<file path="src/rtl/mem_req_initiator.sv">
// mem_req_initiator
//
// Traffic generator for a simple memory request port. A run writes
// num_txn_i pseudo-random (address, data) pairs, records each pair in a
// small local table, then reads every address back in the same order. Each
// read is compared against the recorded data and mismatches are counted.
// There is a one-cycle gap after every accepted request and a one-cycle
// done pulse at the end of the run.
//
// Handshake: a request is presented when req_o=1. req_rnw_o, req_addr_o and
// req_wdata_o hold steady until a rising edge with req_ready_i=1, which is
// the transfer edge. For reads, req_rdata_i is valid in that same cycle.
// req_ready_i is ignored while req_o=0.
//
// Ports
//   clk          clock, all state on rising edge
//   reset        asynchronous active-low reset
//   start_i      run command, sampled in IDLE only
//   num_txn_i    transactions per run, clamped to TXN_MAX
//   seed_i       address LFSR seed (0 is replaced by 1)
//   req_o        request valid
//   req_rnw_o    1 = read, 0 = write
//   req_addr_o   request address
//   req_wdata_o  write data (0 during reads)
//   req_ready_i  responder accept
//   req_rdata_i  read data, sampled on read transfer edges
//   busy_o       run in progress (WR, WGAP, RD, RGAP)
//   done_o       one-cycle pulse at run end
//   err_cnt_o    readback mismatches in the last run
//
// The address LFSR taps (x^10+x^7+1) assume ADDR_W = 10. TXN_MAX must be
// at least 2 and no more than 31.
module mem_req_initiator #(
  parameter int TXN_MAX = 16,
  parameter int ADDR_W  = 10,
  parameter int DATA_W  = 32
) (
  input  logic              clk,
  input  logic              reset,
  input  logic              start_i,
  input  logic [4:0]        num_txn_i,
  input  logic [ADDR_W-1:0] seed_i,
  output logic              req_o,
  output logic              req_rnw_o,
  output logic [ADDR_W-1:0] req_addr_o,
  output logic [DATA_W-1:0] req_wdata_o,
  input  logic              req_ready_i,
  input  logic [DATA_W-1:0] req_rdata_i,
  output logic              busy_o,
  output logic              done_o,
  output logic [4:0]        err_cnt_o
);

  localparam logic [2:0] S_IDLE = 3'd0;
  localparam logic [2:0] S_WR   = 3'd1;
  localparam logic [2:0] S_WGAP = 3'd2;
  localparam logic [2:0] S_RD   = 3'd3;
  localparam logic [2:0] S_RGAP = 3'd4;
  localparam logic [2:0] S_DONE = 3'd5;

  localparam int              TBL_AW    = (TXN_MAX > 1) ? $clog2(TXN_MAX) : 1;
  localparam logic [4:0]      TXN_MAX_C = 5'(TXN_MAX);
  localparam logic [DATA_W-1:0] DATA_SEED = DATA_W'(32'hACE10001);

  logic [2:0]        state_q, state_d;
  logic [4:0]        count_q, count_d;
  logic [4:0]        idx_q, idx_d;
  logic [ADDR_W-1:0] addr_lfsr_q, addr_lfsr_d;
  logic [DATA_W-1:0] data_lfsr_q, data_lfsr_d;
  logic [4:0]        err_cnt_q, err_cnt_d;

  // Record of what was written; read back in the same order.
  logic [ADDR_W-1:0] tbl_addr [TXN_MAX];
  logic [DATA_W-1:0] tbl_data [TXN_MAX];

  logic [TBL_AW-1:0] tbl_idx;
  logic [4:0]        num_clamped;
  logic [ADDR_W-1:0] seed_fixed;
  logic [ADDR_W-1:0] addr_lfsr_nxt;
  logic [DATA_W-1:0] data_lfsr_nxt;

  // The index never reaches TXN_MAX while a request is being presented, so
  // the low bits address the table directly.
  assign tbl_idx     = idx_q[TBL_AW-1:0];
  assign num_clamped = (num_txn_i > TXN_MAX_C) ? TXN_MAX_C : num_txn_i;
  // An all-zero seed would lock the LFSR at zero.
  assign seed_fixed  = (seed_i == '0) ? ADDR_W'(1) : seed_i;

  // Fibonacci LFSRs shifting left, feedback into bit 0.
  // Address: x^10 + x^7 + 1 -> taps at bits 9 and 6.
  // Data:    x^32 + x^22 + x^2 + x + 1 -> taps at bits 31, 21, 1 and 0.
  assign addr_lfsr_nxt = {addr_lfsr_q[ADDR_W-2:0], addr_lfsr_q[9] ^ addr_lfsr_q[6]};
  assign data_lfsr_nxt = {data_lfsr_q[DATA_W-2:0],
                          data_lfsr_q[31] ^ data_lfsr_q[21] ^ data_lfsr_q[1] ^ data_lfsr_q[0]};

  always_comb begin
    state_d     = state_q;
    count_d     = count_q;
    idx_d       = idx_q;
    addr_lfsr_d = addr_lfsr_q;
    data_lfsr_d = data_lfsr_q;
    err_cnt_d   = err_cnt_q;
    case (state_q)
      S_IDLE: begin
        if (start_i) begin
          count_d     = num_clamped;
          addr_lfsr_d = seed_fixed;
          data_lfsr_d = DATA_SEED;
          err_cnt_d   = 5'd0;
          idx_d       = 5'd0;
          state_d     = (num_clamped == 5'd0) ? S_DONE : S_WR;
        end
      end
      S_WR: begin
        if (req_ready_i) begin
          addr_lfsr_d = addr_lfsr_nxt;
          data_lfsr_d = data_lfsr_nxt;
          idx_d       = idx_q + 5'd1;
          state_d     = S_WGAP;
        end
      end
      S_WGAP: begin
        if (idx_q < count_q) begin
          state_d = S_WR;
        end else begin
          idx_d   = 5'd0;
          state_d = S_RD;
        end
      end
      S_RD: begin
        if (req_ready_i) begin
          // err_cnt cannot exceed count (<= TXN_MAX), so no saturation needed.
          if (req_rdata_i != tbl_data[tbl_idx]) begin
            err_cnt_d = err_cnt_q + 5'd1;
          end
          idx_d   = idx_q + 5'd1;
          state_d = S_RGAP;
        end
      end
      S_RGAP: begin
        state_d = (idx_q < count_q) ? S_RD : S_DONE;
      end
      S_DONE: begin
        state_d = S_IDLE;
      end
      default: begin
        state_d = S_IDLE;
      end
    endcase
  end

  always_ff @(posedge clk or negedge reset) begin
    if (!reset) begin
      state_q     <= S_IDLE;
      count_q     <= 5'd0;
      idx_q       <= 5'd0;
      addr_lfsr_q <= ADDR_W'(1);
      data_lfsr_q <= DATA_SEED;
      err_cnt_q   <= 5'd0;
    end else begin
      state_q     <= state_d;
      count_q     <= count_d;
      idx_q       <= idx_d;
      addr_lfsr_q <= addr_lfsr_d;
      data_lfsr_q <= data_lfsr_d;
      err_cnt_q   <= err_cnt_d;
    end
  end

  // Table storage is plain RAM-style: no reset, written on write transfers.
  always_ff @(posedge clk) begin
    if ((state_q == S_WR) && req_ready_i) begin
      tbl_addr[tbl_idx] <= addr_lfsr_q;
      tbl_data[tbl_idx] <= data_lfsr_q;
    end
  end

  // All outputs decode from registered state only, so the asynchronous
  // reset clears them without waiting for a clock edge.
  always_comb begin
    req_o       = 1'b0;
    req_rnw_o   = 1'b0;
    req_addr_o  = '0;
    req_wdata_o = '0;
    case (state_q)
      S_WR: begin
        req_o       = 1'b1;
        req_addr_o  = addr_lfsr_q;
        req_wdata_o = data_lfsr_q;
      end
      S_RD: begin
        req_o      = 1'b1;
        req_rnw_o  = 1'b1;
        req_addr_o = tbl_addr[tbl_idx];
      end
      default: begin
        req_o = 1'b0;
      end
    endcase
  end

  assign busy_o    = (state_q == S_WR) || (state_q == S_WGAP) ||
                     (state_q == S_RD) || (state_q == S_RGAP);
  assign done_o    = (state_q == S_DONE);
  assign err_cnt_o = err_cnt_q;

endmodule

</file>
<file path="config.mk">
export PLATFORM = sky130hd
export DESIGN_NAME = mem_req_initiator
export DESIGN_NICKNAME = d
export VERILOG_FILES = /design/src/rtl/mem_req_initiator.sv
export SDC_FILE = /design/constraint.sdc
export NUM_CORES = 1
export LEC_CHECK = 0
export ABC_AREA = 1
export CAP_MARGIN = 20
export CORE_MARGIN = 5
export CORE_UTILIZATION = 32
export CTS_CLUSTER_SIZE = 25
export DETAILED_ROUTE_END_ITERATION = 7
export GPL_TIMING_DRIVEN = 0
export PLACE_DENSITY = 0.52
export SYNTH_ARGS = -nofsm -noshare
export SYNTH_HDL_FRONTEND = slang
export SYNTH_SLANG_ARGS = --single-unit
</file>
<file path="constraint.sdc">
create_clock -name clk -period 5.3 [get_ports clk]
set_input_delay 0.795 -clock clk [delete_from_list [all_inputs] [get_ports clk]]
set_output_delay 0.795 -clock clk [all_outputs]
set_load 0.03 [all_outputs]
</file>
* Yosys cells after proc, flatten, opt, wreduce, memory -nomap -nowiden
Memories as Yosys holds them, arrays and structs flattened.
Cells that the tools add are included.
** Storage, ports and cells
- Register bits :: 60
- Bits in writable memories :: 672
- Input bits :: 51
- Output and inout port bits :: 51
- Word-level logic and storage cells :: 72
- Memories kept :: 2
** Memories
- tbl_data :: depth 16, width 32, read ports 1, clocked after memory_dff 0, wr ports 1, RTL line 74 : logic [DATA_W-1:0] tbl_data [TXN_MAX];
- tbl_addr :: depth 16, width 10, read ports 1, clocked after memory_dff 0, wr ports 1, RTL line 73 : logic [ADDR_W-1:0] tbl_addr [TXN_MAX];
** Operators by class
- Add/sub/neg operators :: 2
- Magnitude comparators :: 2
- Eq/ne operators :: 12
- Multiplexer cells :: 28
- Bitwise logic cells :: 4
- Reductions and logical operators :: 16
** Operators with widths (count)
- $mux 32 :: 3
- $pmux 32 s2 :: 1
- $pmux 10 s2 :: 2
- $ne 32x32->1 :: 1
- $mux 10 :: 3
- $mux 5 :: 6
- $mux 3 :: 5
- $pmux 3 s5 :: 1
- $pmux 5 s3 :: 1
- $add 5x1->5 const B :: 2
- $logic_not 10->1 :: 1
- $ne 2x2->1 const B :: 5
- $pmux 5 s2 :: 1
- $reduce_and 4->1 :: 2
- $eq 3x2->1 const B :: 2
- $eq 3x3->1 const B :: 2
- $reduce_and 3->1 :: 2
- $gt 5x5->1 const B :: 1
- $logic_not 5->1 :: 1
- $lt 5x5->1 :: 1
- $mux 1 :: 4
- $reduce_bool 2->1 :: 2
- $xor 1x1->1 :: 4
- $eq 3x1->1 const B :: 1
- 8 further kinds :: 10

* Longest topological paths before layout
- Depth in word-level cells :: 6
- Mapped depth :: 22
- Gate-level depth less buffers :: 20

* Worst setup path after synthesis
Ideal clock, no wire load.
- Path type :: flip-flop to flip-flop
- From :: register state_q[0]
- To :: memory tbl_addr[0][0] (enable)
- Arrival time :: 3665 ps
- Data required time :: 4859 ps
- Slack :: 1193 ps
- Cell stages (with the launch flop) :: 10
- Path buffers :: 1
- Clock period less this slack :: 4107 ps
- Path through :: dfrtp_1 > inv_1 > nor2_1 > inv_1 > nor2_2 > inv_2 > clkbuf_1 > nor2_1 > nand2_1 > nor2_1
** On the way
- Longest elaborated chain between the ends :: 4
** RTL lines
- from (decl) :: RTL line 65 : logic [2:0] state_q, state_d;
- from (signal assigned) :: RTL line 161 : state_q <= state_d;
- $eq 3x1->1 :: RTL line 172 : if ((state_q == S_WR) && req_ready_i) begin
- $logic_and 1x1->1 :: RTL line 172
- $mux 1 :: RTL line 172
- $mux 1 (not written as such) :: RTL line 173 : tbl_addr[tbl_idx] <= addr_lfsr_q;
- to (decl) :: RTL line 73
No other way between the ends.

* Final worst setup path
- From :: register idx_q[1]
- To :: output port req_addr_o[0]
** On the way
- Longest elaborated chain between the ends :: 2
** RTL lines
- from (decl) :: RTL line 67 : logic [4:0] idx_q, idx_d;
- from (signal assigned) :: RTL line 163 : idx_q <= idx_d;
- $mem_v2 16x10
- $pmux 10 s2 :: RTL line 185 : case (state_q)
- to (decl) :: RTL line 45 : output logic [ADDR_W-1:0] req_addr_o,
No other way between the ends.

==> results.txt <==
Post-layout nets -> 3295
syn_nets -> 3084
vias per cell -> 4.86
CP Launch Type -> register
fin. max-slew vios -> 0
Reg power frac -> 0.405
Clk Latency, worst-skew pair -> 0.63 ns
io pins -> 102
#FFs+latches synth -> 732
# fillers -> 9338
layout cell share with drive strength beyond 1 -> 0.0854
Final GP Congestion -> 0.834
Detailed Place HPWL -> 70000 um
CORE AREA -> 0.0969 mm2
WL/cell -> 22.5 um
die extent in x -> 323 um
P_leak -> 14.7 nW
FF-to-FF Start -> idx_q[2]$_DFFE_PN0P_
reg2reg setup slack -> 0.90 ns
Crit. End Element -> output port
ranking of synthesized cells by area -> edfxtp_1 (64%), nand2_1 (11%), nor2_1 (5.0%), dfrtp_1 (4.0%), o21ai_0 (3.9%)
gr usage total -> 0.194
Layout Skew -> 0.0262 ns
Max Cap Viol -> 0
part of the power in the clock network -> 0.288
ANT cells -> 0
CTS Root Cell -> clkbuf_16
switching part of the total -> 0.379
P per Cell Area -> 518 mW/mm2
clock-pin slew on the worst setup and hold paths -> 0.06 ns
Reg2Reg Depth -> 17
Worst VDD drop -> 0.456 mV
most common cell after layout, fill and taps aside -> nand2_1
TritonCTS buffer count -> 82
IO buf count -> 101
Routed Antenna Nets -> 0
critical path arrival -> 4.38 ns
1st-iter DRT viols -> 2009
stages on the worst setup path -> 12
Finished Layout Cells -> 4578
first-pass GRT wire length -> 148000 um
Hold WC Path Type -> in -> async
initial antenna violation count -> 1
Multi-input gate area -> 0.00776 mm2
status -> complete, no violations
Hold Fails Final Rpt -> 0
clock sink count -> 732
Final TNS setup -> 0 ns
# setup viols final -> 0
Setup crit end -> req_addr_o[0]
pin count of the biggest net entering global routing -> 61
critical path fanouts, max -> 10
Comb power frac -> 0.307
sequential cell area fraction in the yosys report -> 0.693
Post-Syn Area per Cell -> 10.4 um2
Crit-path slowest cell -> clkdlybuf4s50_1
total grt overflow -> 0
YS warnings -> 0
placed insts -> 4430
r2r endpoint -> err_cnt_o[0]$_DFFE_PN0P_
Total Wirelength -> 103000 um
# DRC -> 0
chip height -> 323 um
drt pass-1 iters -> 5
dominant cell type by area after synthesis -> edfxtp_1
delay-heaviest family, CP -> buffers and inverters
CP Launch Point -> idx_q[1]$_DFFE_PN0P_
Starting Density -> 0.323
Least-Margin Pin Slew -> 1.11 ns
post-layout util -> 0.384
CP bufs+invs -> 6
Tot Pwr -> 0.0193 W
P&R area growth vs syn -> 18.9%
die area -> 0.104 mm2
num rows -> 114
most frequent cells in the layout -> nand2_1 (897), edfxtp_1 (672), nor2_1 (403), inv_1 (308), o21ai_0 (246)
P_int -> 0.0120 W
Post-Syn Instances -> 3024
vias in the first global route -> 21.1k
H-tree levels -> 3
RSZ-0062 raised after global routing -> false
vias -> 22.2k
placed inst area -> 0.0346 mm2
crit-path cells -> buf_4 -> inv_2 -> buf_2 -> buf_2 -> clkbuf_2 -> o21ai_0 -> o22ai_1 -> nand2_1 -> nand3_1 -> a21oi_1 -> o21ai_0 -> clkdlybuf4s50_1
P_sw -> 0.00730 W
CTS tree -> built
fin crit share -> 0.977
worst setup path category -> reg -> out
FMAX -> 0.193 GHz
storage element area -> 0.0217 mm2
final instance area -> 0.0372 mm2
CP peak stage delay -> 0.73 ns
Max-slew headroom -> 0.261
fin crit period -> 5.18 ns
WP data required -> 4.51 ns
Yosys cell types -> 31
top cell type's share of synthesized area -> 0.644
mapped cell area -> 0.0313 mm2
CTS Buffer Depth -> 3
[cell type report]
class	instances	area share
timing repair buffer	130	0.0435
tap	1276	0.0429
buffer	163	0.0219
clock inverter	41	0.00938
inverter	312	0.0315
multi-input combinational	1814	0.208
sequential	732	0.583
clock buffer	110	0.0599
[power groups by stage]
stage	logic, W	registers (W)	clock network, W
global route	0.00646	0.00787	0.00588
finish	0.00592	0.00781	0.00555
detailed placement	0.00590	0.00792	0
floorplan	0.00346	0.00754	0
CTS	0.00593	0.00780	0.00561
global placement	0.00579	0.00792	0
[metrics by stage]
stage          hold WS (ns)  setup slack [ns]
4_1_cts               0.286            0.0251
3_3_place_gp          0.504             -2.69
3_5_place_dp          0.510             0.361
6_report              0.279             0.124
2_1_floorplan         0.485              1.19
5_1_grt               0.336            0.0288
[logic make-up (layout without fill, tap and decap cells)]
kind of cell / Yosys count / count (layout) / share of synthesized area
AOI/OAI and AO/OA: 337 / 337 / 0.0564
buffers and inverters: 478 / 756 / 0.0635
xor gates and xnor gates: 8 / 8 / 0.00224
and+or+nand+nor: 1460 / 1460 / 0.182
adders and majority gates: 9 / 9 / 0.00360
DFF: 732 / 732 / 0.693
[cell usage after synthesis, drive strengths merged]
master,instances
nor2,422
o22ai,46
a31oi,9
clkbuf,59
nand4,10
a21oi,7
inv,311
o21ai,272
xnor2,3
clkinv,1
nand2,899
nor3b,2
buf,107
a311oi,1
nor4,3
edfxtp,672
nor3,12
xor2,5
a221oi,1
nand3,111
o21bai,1
dfrtp,50
nand3b,1
ha,9
dfstp,10
[state kept, by name (all words and copies together) (netlist names)]
signal       count
tbl_addr       160
data_lfsr_q     32
state_q          3
count_q          5
idx_q            5
err_cnt_o        5
tbl_data       512
addr_lfsr_q     10
[how the worst min path moves through the flow]
stage               slack [ns]                   start  cells past startpoint                          end
finish                    0.28                   reset                      1  data_lfsr_q[30]$_DFFE_PN0P_
global route              0.34                   reset                      1  data_lfsr_q[25]$_DFFE_PN0P_
CTS                       0.29                   reset                      1  data_lfsr_q[25]$_DFFE_PN0P_
detailed placement        0.51  count_q[4]$_DFFE_PN0P_                      2       count_q[4]$_DFFE_PN0P_
global placement          0.50  count_q[4]$_DFFE_PN0P_                      2       count_q[4]$_DFFE_PN0P_
floorplan                 0.48  count_q[4]$_DFFE_PN0P_                      2       count_q[4]$_DFFE_PN0P_
[routing by layer]
metal  GRT usage  wire length, um
met5           0                0
met4      0.0460             1990
met3      0.0288             7300
met2       0.321            48500
met1       0.273            45100
[what timing repair did]
action | 4_1_cts | 5_1_grt
gates cloned | 0 | 0
endpoints found under the setup margin | 10 | 10
gates resized for setup | 3 | 11
hold buffers | 0 | 0
buffers inserted | 0 | 0
Note: power is estimated with default switching activity, not from simulation.
